--- src/rtl/mcu_xbus_arbiter.sv ---
// mcu_xbus_arbiter
//   8051 external-bus arbiter/decoder. Code and data strobes are served one at
//   a time. Each access is routed to the program/data SRAM, to the MIPI APB
//   bridge, or to the internal register bank. The register bank holds:
//     - control registers
//     - synchronised status registers
//     - a W1C error register
//     - a byte packer that feeds a command FIFO
//   Optional feature macro: BUS_TIMEOUT_EN. When it is defined, a bridge access
//   that gets no br_ack within TIMEOUT_CYC cycles is abandoned. That access
//   returns 8'hFF and sets error bit 0.
// Ports
//   cpuclk, rstn                 clock, asynchronous active-low reset
//   memaddr/memdatao             core address / write data
//   memrd/memwr                  data strobes, held by the core until memack
//   mempsrd/mempswr              code strobes, held by the core until mempsack
//   memack/mempsack/memdatai     1-cycle acks and the read data valid with them
//   ram_*                        SRAM strobes, address, write/read data, ack
//   br_*                         bridge strobes, read data, ack
//   ctrl_o                       control registers, reg k at [8k+7:8k]
//   stat_i                       asynchronous status inputs
//   pkt_wdata/pkt_wen/pkt_full   packed FIFO word, write pulse, FIFO full
module mcu_xbus_arbiter #(
  parameter int NUM_CTRL    = 4,
  parameter int NUM_STAT    = 9,
  parameter int PACK_BYTES  = 4,
  parameter int TIMEOUT_CYC = 255
) (
  input  logic                    cpuclk,
  input  logic                    rstn,
  input  logic [22:0]             memaddr,
  input  logic [7:0]              memdatao,
  input  logic                    memrd,
  input  logic                    memwr,
  input  logic                    mempsrd,
  input  logic                    mempswr,
  output logic                    memack,
  output logic                    mempsack,
  output logic [7:0]              memdatai,
  output logic                    ram_rd,
  output logic                    ram_wr,
  output logic [22:0]             ram_addr,
  output logic [7:0]              ram_wdata,
  input  logic [7:0]              ram_rdata,
  input  logic                    ram_ack,
  output logic                    br_rd,
  output logic                    br_wr,
  input  logic [7:0]              br_rdata,
  input  logic                    br_ack,
  output logic [NUM_CTRL*8-1:0]   ctrl_o,
  input  logic [NUM_STAT*8-1:0]   stat_i,
  output logic [PACK_BYTES*8-1:0] pkt_wdata,
  output logic                    pkt_wen,
  input  logic                    pkt_full
);
  localparam int CNT_W = $clog2(PACK_BYTES + 1);

  typedef enum logic [2:0] {S_IDLE, S_RAM, S_BR, S_REG, S_DONE} state_t;

  state_t                  state_q, state_d;
  logic                    acc_data_q, acc_wr_q;
  logic [22:0]             acc_addr_q;
  logic [7:0]              acc_wdata_q;
  logic                    data_req, code_req, load_acc, reg_wr, timeout;
  logic                    memack_d, mempsack_d;
  logic [7:0]              rdata_d, reg_rdata, reg_off;
  logic [NUM_CTRL*8-1:0]   ctrl_q;
  logic [NUM_STAT*8-1:0]   stat_s1, stat_s2;
  logic [1:0]              err_q, err_set, err_clr;
  logic [CNT_W-1:0]        cnt_q;
  logic [PACK_BYTES*8-1:0] buf_q;
  logic                    emit_q;

  assign data_req = memrd | memwr;
  assign code_req = mempsrd | mempswr;
  assign reg_off  = memaddr[7:0];

  // Strobes follow the state. Leaving RAM/BR drops them in the same cycle as the ack.
  assign ram_rd    = (state_q == S_RAM) & ~acc_wr_q;
  assign ram_wr    = (state_q == S_RAM) &  acc_wr_q;
  assign br_rd     = (state_q == S_BR)  & ~acc_wr_q;
  assign br_wr     = (state_q == S_BR)  &  acc_wr_q;
  assign ram_addr  = acc_addr_q;
  assign ram_wdata = acc_wdata_q;
  assign ctrl_o    = ctrl_q;

`ifdef BUS_TIMEOUT_EN
  localparam int TO_W = (TIMEOUT_CYC > 1) ? $clog2(TIMEOUT_CYC) : 1;
  logic [TO_W-1:0] to_cnt_q;

  always_ff @(posedge cpuclk or negedge rstn) begin
    if (!rstn)                           to_cnt_q <= '0;
    else if (state_q == S_BR && !br_ack) to_cnt_q <= to_cnt_q + 1'b1;
    else                                 to_cnt_q <= '0;
  end

  assign timeout = (to_cnt_q == TO_W'(TIMEOUT_CYC - 1));
`else
  assign timeout = 1'b0;
`endif

  // Register-bank read mux. Unmapped offsets read 0.
  always_comb begin
    reg_rdata = 8'h00;
    if (reg_off == 8'h01) reg_rdata = 8'(cnt_q);
    if (reg_off == 8'h02) reg_rdata = {6'b0, err_q};
    for (int k = 0; k < NUM_CTRL; k++)
      if (reg_off == 8'(16 + k)) reg_rdata = ctrl_q[8*k +: 8];
    for (int k = 0; k < NUM_STAT; k++)
      if (reg_off == 8'(64 + k)) reg_rdata = stat_s2[8*k +: 8];
  end

  // Next state and registered ack/data. Data strobes win over code strobes.
  always_comb begin
    state_d    = state_q;
    memack_d   = 1'b0;
    mempsack_d = 1'b0;
    rdata_d    = memdatai;
    load_acc   = 1'b0;
    reg_wr     = 1'b0;
    case (state_q)
      S_IDLE: begin
        if (data_req) begin
          load_acc = 1'b1;
          if (!memaddr[17])     state_d = S_RAM;
          else if (!memaddr[11]) state_d = S_BR;
          else begin
            // The register access completes at this edge; REG is the ack cycle.
            state_d  = S_REG;
            memack_d = 1'b1;
            rdata_d  = memwr ? 8'h00 : reg_rdata;
            reg_wr   = memwr;
          end
        end else if (code_req) begin
          load_acc = 1'b1;
          state_d  = S_RAM;
        end
      end
      S_RAM: begin
        if (ram_ack) begin
          state_d    = S_DONE;
          rdata_d    = acc_wr_q ? 8'h00 : ram_rdata;
          memack_d   = acc_data_q;
          mempsack_d = ~acc_data_q;
        end
      end
      S_BR: begin
        if (br_ack) begin
          state_d  = S_DONE;
          memack_d = 1'b1;
          rdata_d  = acc_wr_q ? 8'h00 : br_rdata;
        end else if (timeout) begin
          state_d  = S_DONE;
          memack_d = 1'b1;
          rdata_d  = 8'hFF;
        end
      end
      S_REG: state_d = S_DONE;
      S_DONE: begin
        // Wait for the served strobe to drop so that a held strobe is not served twice.
        if (acc_data_q ? !data_req : !code_req) state_d = S_IDLE;
      end
      default: state_d = S_IDLE;
    endcase
  end

  // Bus FSM and access capture
  always_ff @(posedge cpuclk or negedge rstn) begin
    if (!rstn) begin
      state_q     <= S_IDLE;
      memack      <= 1'b0;
      mempsack    <= 1'b0;
      memdatai    <= 8'h00;
      acc_data_q  <= 1'b0;
      acc_wr_q    <= 1'b0;
      acc_addr_q  <= '0;
      acc_wdata_q <= 8'h00;
    end else begin
      state_q  <= state_d;
      memack   <= memack_d;
      mempsack <= mempsack_d;
      memdatai <= rdata_d;
      if (load_acc) begin
        acc_data_q  <= data_req;
        acc_wr_q    <= data_req ? memwr : mempswr;
        acc_addr_q  <= memaddr;
        acc_wdata_q <= memdatao;
      end
    end
  end

  // Status synchroniser
  always_ff @(posedge cpuclk or negedge rstn) begin
    if (!rstn) begin
      stat_s1 <= '0;
      stat_s2 <= '0;
    end else begin
      stat_s1 <= stat_i;
      stat_s2 <= stat_s1;
    end
  end

  // A new error event beats a W1C clear in the same cycle.
  assign err_set = {emit_q & pkt_full, (state_q == S_BR) & ~br_ack & timeout};
  assign err_clr = (reg_wr && reg_off == 8'h02) ? memdatao[1:0] : 2'b00;

  // Register bank and packer. emit_q moves the FIFO write one cycle past the ack.
  always_ff @(posedge cpuclk or negedge rstn) begin
    if (!rstn) begin
      ctrl_q    <= '0;
      err_q     <= '0;
      cnt_q     <= '0;
      buf_q     <= '0;
      emit_q    <= 1'b0;
      pkt_wen   <= 1'b0;
      pkt_wdata <= '0;
    end else begin
      pkt_wen <= 1'b0;
      err_q   <= (err_q & ~err_clr) | err_set;
      if (emit_q) begin
        emit_q <= 1'b0;
        cnt_q  <= '0;
        buf_q  <= '0;
        if (!pkt_full) begin
          pkt_wen   <= 1'b1;
          pkt_wdata <= buf_q;
        end
      end
      if (reg_wr) begin
        if (reg_off == 8'h00) begin
          for (int k = 0; k < PACK_BYTES; k++)
            if (cnt_q == CNT_W'(k)) buf_q[8*k +: 8] <= memdatao;
          cnt_q <= cnt_q + 1'b1;
          if (cnt_q == CNT_W'(PACK_BYTES - 1)) emit_q <= 1'b1;
        end
        if (reg_off == 8'h01) begin
          if (memdatao[1]) begin
            cnt_q <= '0;
            buf_q <= '0;
          end else if (memdatao[0] && cnt_q != '0) begin
            emit_q <= 1'b1;
          end
        end
        for (int k = 0; k < NUM_CTRL; k++)
          if (reg_off == 8'(16 + k)) ctrl_q[8*k +: 8] <= memdatao;
      end
    end
  end

endmodule

--- config.mk ---
export PLATFORM = sky130hd
export DESIGN_NAME = mcu_xbus_arbiter
export DESIGN_NICKNAME = d
export VERILOG_FILES = /design/src/rtl/mcu_xbus_arbiter.sv
export SDC_FILE = /design/constraint.sdc
export NUM_CORES = 1
export LEC_CHECK = 0
export BUFFER_PORTS_ARGS = -buffer_cell sky130_fd_sc_hd__buf_2
export CORE_UTILIZATION = 55
export CTS_CLUSTER_SIZE = 30
export DETAILED_ROUTE_END_ITERATION = 7
export PLACE_DENSITY = 0.8
export SYNTH_ARGS = -nofsm -noshare
export SYNTH_HDL_FRONTEND = slang
export SYNTH_SLANG_ARGS = --single-unit
--- constraint.sdc ---
create_clock -name cpuclk -period 3.7 [get_ports cpuclk]
set_input_delay 0.185 -clock cpuclk [delete_from_list [all_inputs] [get_ports cpuclk]]
set_output_delay 0.185 -clock cpuclk [all_outputs]
set_load 0.03 [all_outputs]
Word-level counts from Yosys, hierarchy flattened
Cells that the tools add are included.
{ "word_totals": {"word_cells": 151, "regBits": 293, "output_inout_bits": 110, "inputBits": 128} }
{ "op_classes": {"add_sub_neg": 1, "n_mux": 72, "n_eq_ne": 29, "bitwise": 13, "reduce_logical": 16} }
{ "op_table": {"columns": ["operator", "n"], "rows": [
  ["$mux W8", 25],
  ["$mux W32", 5],
  ["$eq A8 B7 Y1 const B", 9],
  ["$mux W3", 12],
  ["$eq A8 B5 Y1 const B", 4],
  ["$mux W1", 25],
  ["$pmux W8 S3", 1],
  ["$pmux W3 S5", 1],
  ["$eq A3 B2 Y1 const B", 4],
  ["$ne A2 B2 Y1 const B", 6],
  ["$reduce_and A2 Y1", 5],
  ["$eq A8 B1 Y1 const B", 1],
  ["$eq A8 B2 Y1 const B", 1],
  ["$logic_not A8 Y1", 1],
  ["$eq A3 B1 Y1 const B", 2],
  ["$logic_not A3 Y1", 2],
  ["$reduce_and A6 Y1", 1],
  ["$reduce_bool A3 Y1", 2],
  ["$and A1 B1 Y1", 5],
  ["$mux W2", 2],
  ["$reduce_and A4 Y1", 1],
  ["$add A3 B1 Y3 const B", 1],
  ["$eq A3 B3 Y1 const B", 1],
  ["$ne A3 B3 Y1 const B", 1],
  ["other kinds (8)", 13]
]} }

Logic depth before layout (Yosys ltp)
{ "logic_depth": {"word_depth": 21, "mapped_depth": 9, "ltp_nobuf": 6} }

Least setup slack after synthesis
Ideal clock, no wire load.
{ "synth_path": {"path_kind": "reg-to-reg", "from": "reg state_q[2]", "to": "reg memdatai[3]", "synth_period_minus_slack_ps": 1991, "path_stages_with_launch": 7, "setup_slack_ps": 1709, "n_path_buf": 1, "setup_time_ps": 87, "t_required_ps": 3613, "t_arrival_ps": 1904, "cell_sequence": "dfrtp_1 -> clkbuf_1 -> or3b_2 -> nor2_1 -> a22o_1 -> mux2i_1 -> o211ai_1"} }
{ "synth_between": {"elab_chain_len": 3, "elab_cells_between_ends": 11, "cone_classes": "eq/ne: 7; mux: 1; reduce/logical: 3"} }
{ "synth_lines": {"columns": ["item", "line_no", "text"], "rows": [
  ["start: declaration", "60", "state_t state_q, state_d;"],
  ["start signal: assignment", "179", "state_q <= state_d;"],
  ["$eq A3 B2 Y1 (tied with other cells)", "121", "case (state_q)"],
  ["$ne A2 B2 Y1 (no source line) or $reduce_bool A3 Y1 (tied branches)", null, null],
  ["$reduce_and A6 Y1 (no source line)", null, null],
  ["end signal: assignment", "182", "memdatai <= rdata_d;"],
  ["end: declaration", "39", "output logic [7:0] memdatai,"]
]} }
Several ways; a longest one is shown, not always the timed one.
A chain may end at the register's enable or synchronous reset.

Worst setup path after layout
{ "layout_path": {"from": "reg state_q[2]", "to": "reg state_q[0]"} }
{ "layout_between": {"elab_chain_len": 3, "elab_cells_between_ends": 11, "cone_classes": "eq/ne: 8; mux: 1; reduce/logical: 2"} }
{ "layout_lines": {"columns": ["item", "line_no"], "rows": [
  ["$eq A3 B3 Y1 (tied with other cells)", "121"],
  ["$ne A2 B2 Y1 (no source line) or $ne A3 B3 Y1 (tied branches)", null],
  ["$reduce_and A4 Y1 (no source line)", null]
]} }
Several ways; a longest one is shown, not always the timed one.

==> impl_metrics.toml <==
[die]
die_x_microns = 146.4
rows = 52
die-height_microns = 146.4
fp.coreArea_sq_um = 20360
io_pins = 238
fp.dieArea_sq_um = 21440
start_util_pct = 56.34

[grt]
grt_use_total_pct = 27.93
grt_pass1_vias = 8452
grt-ovfl-total = 0
grt_pass1_wl_mm = 46.35
grt_start_max_net_pins = 133
antenna_found_initial = 0

[timing]
rsz0062_at_grt = "no"
slew_headroom_pct = 31.75
setup_viol = 0
finalHoldViolCount = 0
min_period_ps = 2411
fin_crit_sh_pct = 65.15
slew_violations = 0
worst_pin_slew_ps = 1024
clock.fmax_mhz = 414.8
fin_setup_tns_ps = 0
fin_hold_ws_ps = 20.62
finClkSkew_ps = 15.71

[placement]
routabilityCongestion = 0.9123
hpwl_mm = 17.93
port_buffers = 237

[cells_and_area]
area_delta_synth_final_pct = 28.40
antenna_cells = 0
fin_nets = 1306
final_util_pct = 72.34
drive_gt1_share_pct = 36.82

[synth]
yosys_warnings = 0
synth_area_sq_um = 11470
synth_ff_type = "dfrtp_1"
yosysSeqAreaShare_pct = 63.90
async_reset_ff_share_pct = 100.0
ys_ff_latch = 293
synth_edf_count = 0
synth_nets = 994
syn_inst = 861
yosys.cell_types.count = 78
synth.avg_cell_area_sq_um = 13.33

[route]
viasPerCell = 5.638
topRoutingLayerUsed = "met4"
wl_met1_mm = 11.75
first_iter_violations = 556
wl_per_cell_microns = 20.17
drt-pass1-iter-count = 5
wirelength_mm = 29.56
drc_errors = 0
drtAntennaViolNets = 0
wl_met2_mm = 15.09
dr_wl_met3_mm = 1.788
vias = 8259

[clock_network]
cts_sinks = 293
cts_tree = "built"
htreeDepth = 1
clk_path_buf_depth = 3
root_buffer = "clkbuf_16"
path_clk_slew_ps = 60
cts_buffers = 29
clk_latency_ps = 540

[min_path]
hold_path.class = "in -> reg"
hold_start = "memdatao[5]"
hold-path-cell-count = 3
holdPathEnd = "buf_q[21]"

[run]
cap_viol_max_count = 0

[setup_path]
worstSetupStartpointType = "flip-flop"
path_max_fanout = 34
critPathRequiredTime_ps = 4160
r2r_cells = 6
crit_type = "reg -> reg"
crit_path_end_kind = "flip-flop"
r2r_slack_ps = 1290
worstReg2RegEnd = "state_q[0]"
timing.rr.start = "state_q[2]"
cp.arrival_ps = 2870

[power_and_ir_drop]
p_total_mw = 8.725
power.density_nw_per_um2 = 592.2
vdd_drop_max_uv = 438.8
p_leak_nw = 7.016

[status]
status = "finished, final reports clean"
-- routing by layer --
metal	up-vias	track usage [%]
met5	-	0
met4	0	9.479
met3	66	4.875
met2	346	48.07
met1	4131	35.93
li1	3716	-
-- state kept, by name, indices dropped and copies added, names as in the netlist --
name and flops:
acc_data_q 1, acc_wr_q 1, buf_q 32, cnt_q 3
ctrl_o 32, emit_q 1, err_q 2, memack 1
memdatai 8, mempsack 1, pkt_wdata 32, pkt_wen 1
ram_addr 23, ram_wdata 8, stat_s1 72, stat_s2 72
state_q 3
-- final cells by class --
type | count | area [sq um]
well taps | 270 | 337.8
clock inverters | 13 | 148.9
multi-input cells | 498 | 3799
fillers | 1296 | 5633
clock buffers | 40 | 837.1
inverters | 10 | 37.54
repair buffers | 341 | 2240
flip-flops and latches | 293 | 7332
-- power by group --
part | switching [mW] | internal (mW)
Clock | 1.21 | 1.79
Combinational | 1.22 | 0.775
Sequential | 0.198 | 3.53
-- cells in the final DEF, fill, tap and decap left out, types with 5 or more instances in the layout --
cell / instances
or3b_1: 6
o21ai_0: 25
a22oi_1: 10
or3b_2: 21
dfrtp_1: 293
nor2b_1: 9
a21oi_1: 54
dlygate4sd3_1: 95
clkbuf_8: 7
nor3_1: 13
mux2i_1: 13
ha_1: 5
nand2b_1: 20
buf_4: 7
clkbuf_16: 29
nand4_1: 5
o22ai_1: 9
clkinv_2: 7
mux4_2: 5
a21boi_0: 5
buf_2: 236
o211ai_1: 9
nand2_1: 40
mux2_2: 100
nor4_1: 5
inv_1: 10
a22o_1: 5
nand3_1: 8
nor2_1: 39
-- cell usage after synthesis (6+ instances only) --
master    count  area share [%]
or3b_1        6            0.46
inv_1        10            0.33
buf_6         7            0.69
o21ai_0      25             1.1
buf_2        20            0.87
clkbuf_1     23            0.75
nand2b_1     20             1.1
nor2_1       39             1.3
dfrtp_1     293              64
nand3_1       8            0.35
a21oi_1      54             2.4
or3b_2       21             1.6
o22ai_1       9            0.49
a22oi_1      10            0.65
nor2b_1       9            0.49
nor3_1       13            0.57
mux2i_1      13             1.1
mux2_2      100             9.8
nand2_1      40             1.3
o211ai_1      9            0.59
-- kinds of logic after synthesis --
kind of cell | synth area share [%]
AO/OA/AOI/OAI | 9.564
XOR/XNOR | 0.07635
adder cells (fa/ha/maj) | 0.5453
buffers and inverters | 3.053
flip-flops | 63.90
multiplexers | 11.93
AND/OR/NAND/NOR | 10.93
-- worst max-delay path by stage --
| stage | slack, ps | from | to | cells after the start |
|---|---|---|---|---|
| 6_report | 1290 | state_q[2] | state_q[0] | 6 |
| 5_1_grt | 1140 | state_q[2] | state_q[0] | 6 |
| 4_1_cts | 1300 | state_q[2] | state_q[0] | 6 |
| 3_5_place_dp | 1150 | memaddr[1] | memdatai[1] | 6 |
| 3_3_place_gp | 1130 | memaddr[1] | memdatai[1] | 6 |
| 2_1_floorplan | 1710 | state_q[2] | memdatai[3] | 6 |
-- metrics by stage --
stage,setup slack [ps],cell area (sq um),instances
floorplan,1709,11470,861
CTS,1304,14730,1465
detailed placement,1151,12790,1317
global route,1144,14730,1465
finish,1289,14730,1465
global placement,1133,12790,1317
-- critical path: stages, from the launching register on --
cell	delay, ps
dfrtp_1	500
or3_1	480
a21oi_4	120
buf_4	430
o21ai_0	150
o21ai_0	100
dlygate4sd3_1	570
-- timing repair --
item | in CTS | in global routing
endpoints found under the hold margin | 224 | 0
buffers inserted | 0 | 0
hold buffers | 95 | 0
resized for setup | 0 | 0
No activity file was read; power rests on OpenSTA's default activity.
